==> src/rtl/fetch_stage.sv <==
// Instruction fetch stage: keeps one instruction-memory request outstanding at a time
// and feeds the IF/ID register. Handles stall, flush, halt and memory timeout.
module fetch_stage #(
    parameter int unsigned MEM_TIMEOUT = 15
) (
    input  logic        clk,
    input  logic        rst,
    input  logic [15:0] pc_in,
    input  logic [15:0] pc_plus2_in,
    input  logic        stall,
    input  logic        flush,
    output logic        imem_req,
    output logic [15:0] imem_addr,
    input  logic        imem_ack,
    input  logic [15:0] imem_rdata,
    output logic        pc_advance,
    output logic        if_id_valid,
    output logic [15:0] if_id_instr,
    output logic [15:0] if_id_pc_plus2,
    output logic        halted,
    output logic        fetch_err
);

    localparam int unsigned DW    = 16;
    localparam int unsigned CNT_W = $clog2(MEM_TIMEOUT + 1);

    localparam logic [3:0]       OP_HLT   = 4'hF;
    localparam logic [CNT_W-1:0] CNT_LAST = CNT_W'(MEM_TIMEOUT - 1);

    typedef enum logic [1:0] {
        S_IDLE   = 2'd0,
        S_WAIT   = 2'd1,
        S_HALTED = 2'd2,
        S_ERR    = 2'd3
    } state_t;

    state_t           r_state;
    logic             r_req;
    logic [DW-1:0]    r_addr;
    logic [DW-1:0]    r_tag;
    logic             r_drop_pending;
    logic [CNT_W-1:0] r_tmo_cnt;
    logic             r_halted;
    logic             r_fetch_err;

    logic             r_if_id_valid;
    logic [DW-1:0]    r_if_id_instr;
    logic [DW-1:0]    r_if_id_pc2;
    logic             r_skid_valid;
    logic [DW-1:0]    r_skid_instr;
    logic [DW-1:0]    r_skid_pc2;

    logic w_ack_wait;
    logic w_discard;
    logic w_accept;
    logic w_is_hlt;
    logic w_if_id_free;
    logic w_issue;

    // A response is thrown away if it belongs to a flushed fetch or meets a flush.
    assign w_ack_wait   = (r_state == S_WAIT) && imem_ack;
    assign w_discard    = r_drop_pending || flush;
    assign w_accept     = w_ack_wait && !w_discard;
    assign w_is_hlt     = (imem_rdata[15:12] == OP_HLT);
    assign w_if_id_free = !r_if_id_valid || !stall;
    assign w_issue      = (r_state == S_IDLE) && !r_skid_valid && w_if_id_free && !flush;

    // Request FSM: issue, wait for ack or timeout, terminal halt/error states.
    always_ff @(posedge clk or negedge rst) begin
        if (!rst) begin
            r_state        <= S_IDLE;
            r_req          <= 1'b0;
            r_addr         <= '0;
            r_tag          <= '0;
            r_drop_pending <= 1'b0;
            r_tmo_cnt      <= '0;
            r_halted       <= 1'b0;
            r_fetch_err    <= 1'b0;
        end else begin
            case (r_state)
                S_IDLE: begin
                    if (w_issue) begin
                        r_state   <= S_WAIT;
                        r_req     <= 1'b1;
                        r_addr    <= pc_in;
                        r_tag     <= pc_plus2_in;
                        r_tmo_cnt <= '0;
                    end
                end
                S_WAIT: begin
                    if (imem_ack) begin
                        r_req          <= 1'b0;
                        r_drop_pending <= 1'b0;
                        if (w_accept && w_is_hlt) begin
                            r_state  <= S_HALTED;
                            r_halted <= 1'b1;
                        end else begin
                            r_state <= S_IDLE;
                        end
                    end else begin
                        if (flush) begin
                            r_drop_pending <= 1'b1;
                        end
                        if (r_tmo_cnt == CNT_LAST) begin
                            r_state     <= S_ERR;
                            r_req       <= 1'b0;
                            r_fetch_err <= 1'b1;
                        end else begin
                            r_tmo_cnt <= r_tmo_cnt + CNT_W'(1);
                        end
                    end
                end
                S_HALTED, S_ERR: begin
                end
                default: begin
                    r_state <= S_IDLE;
                end
            endcase
        end
    end

    // IF/ID register and its one-entry skid buffer; flush beats everything.
    always_ff @(posedge clk or negedge rst) begin
        if (!rst) begin
            r_if_id_valid <= 1'b0;
            r_if_id_instr <= '0;
            r_if_id_pc2   <= '0;
            r_skid_valid  <= 1'b0;
            r_skid_instr  <= '0;
            r_skid_pc2    <= '0;
        end else if (flush) begin
            r_if_id_valid <= 1'b0;
            r_skid_valid  <= 1'b0;
        end else if (w_accept && w_if_id_free) begin
            r_if_id_valid <= 1'b1;
            r_if_id_instr <= imem_rdata;
            r_if_id_pc2   <= r_tag;
        end else if (w_accept) begin
            r_skid_valid <= 1'b1;
            r_skid_instr <= imem_rdata;
            r_skid_pc2   <= r_tag;
        end else if (r_skid_valid && !stall) begin
            r_if_id_valid <= 1'b1;
            r_if_id_instr <= r_skid_instr;
            r_if_id_pc2   <= r_skid_pc2;
            r_skid_valid  <= 1'b0;
        end else if (r_if_id_valid && !stall) begin
            r_if_id_valid <= 1'b0;
        end
    end

    assign imem_req       = r_req;
    assign imem_addr      = r_addr;
    assign pc_advance     = w_accept;
    assign if_id_valid    = r_if_id_valid;
    assign if_id_instr    = r_if_id_instr;
    assign if_id_pc_plus2 = r_if_id_pc2;
    assign halted         = r_halted;
    assign fetch_err      = r_fetch_err;

endmodule

==> config.mk <==
export PLATFORM = sky130hd
export DESIGN_NAME = fetch_stage
export DESIGN_NICKNAME = d
export VERILOG_FILES = /design/src/rtl/fetch_stage.sv
export SDC_FILE = /design/constraint.sdc
export NUM_CORES = 1
export LEC_CHECK = 0
export CORE_ASPECT_RATIO = 0.8
export CORE_MARGIN = 1
export CORE_UTILIZATION = 54
export DETAILED_ROUTE_END_ITERATION = 16
export MAX_ROUTING_LAYER = met4
export PLACE_DENSITY = 0.87
export SLEW_MARGIN = 20
export SYNTH_ARGS = -nofsm -noshare
export SYNTH_HDL_FRONTEND = slang
export SYNTH_SLANG_ARGS = --single-unit
==> constraint.sdc <==
create_clock -name clk -period 3.2 [get_ports clk]
set_input_delay 0.32 -clock clk [delete_from_list [all_inputs] [get_ports clk]]
set_output_delay 0.32 -clock clk [all_outputs]
set_load 0.05 [all_outputs]
==> run summary <==
Root buffer cell: clkbuf_8
Clock sinks: 108
Worst EP required: 2880 ps
DRC: 0
Area grow syn2layout: 27.4%
Cts bufs inserted: 9
CP Class: reg -> out
Initial antenna violation count: 0
Yosys reg bits: 108
Max VDD drop: 0.805 mV
Top-count cell post-synth: dfrtp_1
Synth warn: 0
Gr usage total: 22.0%
Status: completed
Tot Pwr: 5.82 mW
# rows: 30
Slew HR: 48.6%
Pwr Density: 966 mW/mm^2
Antenna-violating nets left: 0
H-tree level count: 3
Post-synth cell types: 33
Clk Latency, worst-skew pair: 360 ps
Achievable clock frequency: 404 MHz
Vias in the first global route: 3047
Worst Max-Slew Pin Slew: 771 ps
Fraction of layout cells with a size suffix above 1: 21.1%
Die Ht: 85.7 um
Post-Route WL: 9290 um
Crit. End Element: output pin
Min Tclk post-route: 2470 ps
Mapped cell area: 0.00473 mm^2
Synth async-reset ratio: 100%
Iteration-0 DRC Markers: 89
Commonest cells in the netlist: 108 x dfrtp_1, 64 x mux2i_1, 44 x mux2_2
IO Pins: 106
Ant. Diodes: 0
First-pass GRT wire length: 15000 um
Critical Path AT: 2150 ps
Core Area: 0.00848 mm^2
Post-Place Setup Slack: 710 ps
Leak: 2.81 nW
Gr ovfl total: 0
Fin Clk Skew: 10.0 ps
Synth area leader: dfrtp_1
Number of buffers added on ports: 105
Post-Syn Area per Cell: 14.1 um^2
Clock Tree Buf Depth: 2
Wire per inst: 16.7 um
Die outline width: 107 um
Critical path fanouts, max: 7
Cells after Synth: 336
Synth top area cells: dfrtp_1 57%, mux2i_1 14%, mux2_2 10%
Final Slew Violations: 0
Initial Util: 55.7%
Largest net degree at the start of global routing: 53
RSZ-0062 raised after global routing: false
Post-synth top area share: 57.2%
Syn_nets: 391
Final setup viols: 0
Via Count: 2997
Ys flop type: dfrtp_1
Fin nets: 495
Die area: 0.00913 mm^2
R2R setup slack: 1010 ps
Drt pass-1 iters: 4
TritonCTS clock tree: yes
MaxCap Viol Count: 0
Setup TNS: 0 ps
Final HPWL DP: 6350 um
Vias per cell: 5.38
Sequential area share after synthesis: 57.2%
Post-synth EDFFs: 0
Setup crit start kind: register
Fin crit share: 77.3%
Hold Vio Cnt, Final: 0
Final worst setup slack: 727 ps
Layout Utilization: 71.0%
Tightest Hold Check Type: reg -> reg
Final hold slack: 472 ps
Global placement routability congestion: 0.825
Register clock-pin slew on the reported worst setup and hold paths: 100 ps
## metal layers
| layer | track usage, % | wire length (um) | vias to the layer above |
|---|---|---|---|
| met1 | 28.4 | 4230 | 1509 |
| li1 | - | - | 1390 |
| met2 | 35.4 | 4570 | 86 |
| met3 | 5.32 | 383 | 12 |
| met5 | - | 0 | - |
| met4 | 5.23 | 97 | 0 |
## report_power, final
part	internal, mW	switching [mW]	total, mW
logic	1.14	1.67	2.81
registers	1.88	0.344	2.23
clock network	0.316	0.465	0.781
total	3.34	2.48	5.82
## cells by family (layout without fill, tap and decap cells)
family / after synthesis / in the layout / synth area share [%]
AOI/OAI and AO/OA: 22 / 22 / 2.89
adders and majority gates: 2 / 2 / 0.529
buffers and inverters: 26 / 135 / 3.57
DFF: 108 / 108 / 57.2
muxes: 128 / 128 / 30.4
and+or+nand+nor: 50 / 50 / 5.43
## critical path, stage by stage, from the launching register on
cell	delay (ps)
dfrtp_1	440
and2b_2	300
nand3_1	170
inv_1	90
clkdlybuf4s50_1	800
## registers in the layout, summed over array words and instances (netlist names)
signal          flops
fetch_err           1
halted              1
if_id_instr        16
if_id_pc_plus2     16
if_id_valid         1
imem_addr          16
imem_req            1
r_drop_pending      1
r_skid_instr       16
r_skid_pc2         16
r_skid_valid        1
r_state             2
r_tag              16
r_tmo_cnt           4
## layout make-up
| type | count | area [um^2] |
|---|---|---|
| tap | 112 | 140 |
| timing repair buffer | 114 | 1110 |
| fill | 653 | 2460 |
| multi-input combinational | 202 | 1860 |
| clock buffer | 11 | 141 |
| sequential | 108 | 2700 |
| clock inverter | 5 | 45.0 |
| inverter | 5 | 18.8 |
## cells in the final DEF, fill, tap and decap left out, drive strengths merged
master,synthesis,final
dfrtp,108,108
clkdlybuf4s50,0,103
mux2i,64,64
mux2,64,64
nor2,34,34
clkbuf,7,11
buf,14,10
o21ai,7,7
inv,5,7
a21oi,6,6
nand3,2,2
nand4,2,2
or3,2,2
o31ai,2,2
nand2b,2,2
o221ai,2,2
ha,2,2
clkinv,0,2
nor3b,2,2
a21o,2,2
and2b,1,1
and2,1,1
or4,1,1
or3b,1,1
and3,1,1
o21bai,1,1
nand4b,1,1
a41oi,1,1
a31oi,1,1
clkinvlp,0,1
dlygate4sd3,0,1
## worst paths after layout
| check | start | to | depth (start not counted) |
|---|---|---|---|
| min in group asynchronous | rst | r_tag[7] | 2 |
| worst max register to register | r_state[1] | imem_addr[0] | 3 |
| worst min-delay path | fetch_err | fetch_err | 1 |
| max in group asynchronous | rst | r_skid_instr[1] | 3 |
| worst min register to register | fetch_err | fetch_err | 1 |
| worst max-delay path | r_state[1] | pc_advance | 4 |
## per-stage QoR
stage / instances / area (um^2)
2_1_floorplan: 336 / 4730
3_3_place_gp: 540 / 5820
3_5_place_dp: 540 / 5820
4_1_cts: 557 / 6020
5_1_grt: 557 / 6020
6_report: 557 / 6020
## timing repair
item | CTS | global route
resized for setup | 0 | 0
hold buffers | 1 | 0
endpoints found under the hold margin | 43 | 0
buffers inserted | 0 | 0
Note: power is estimated with default switching activity, not from simulation.
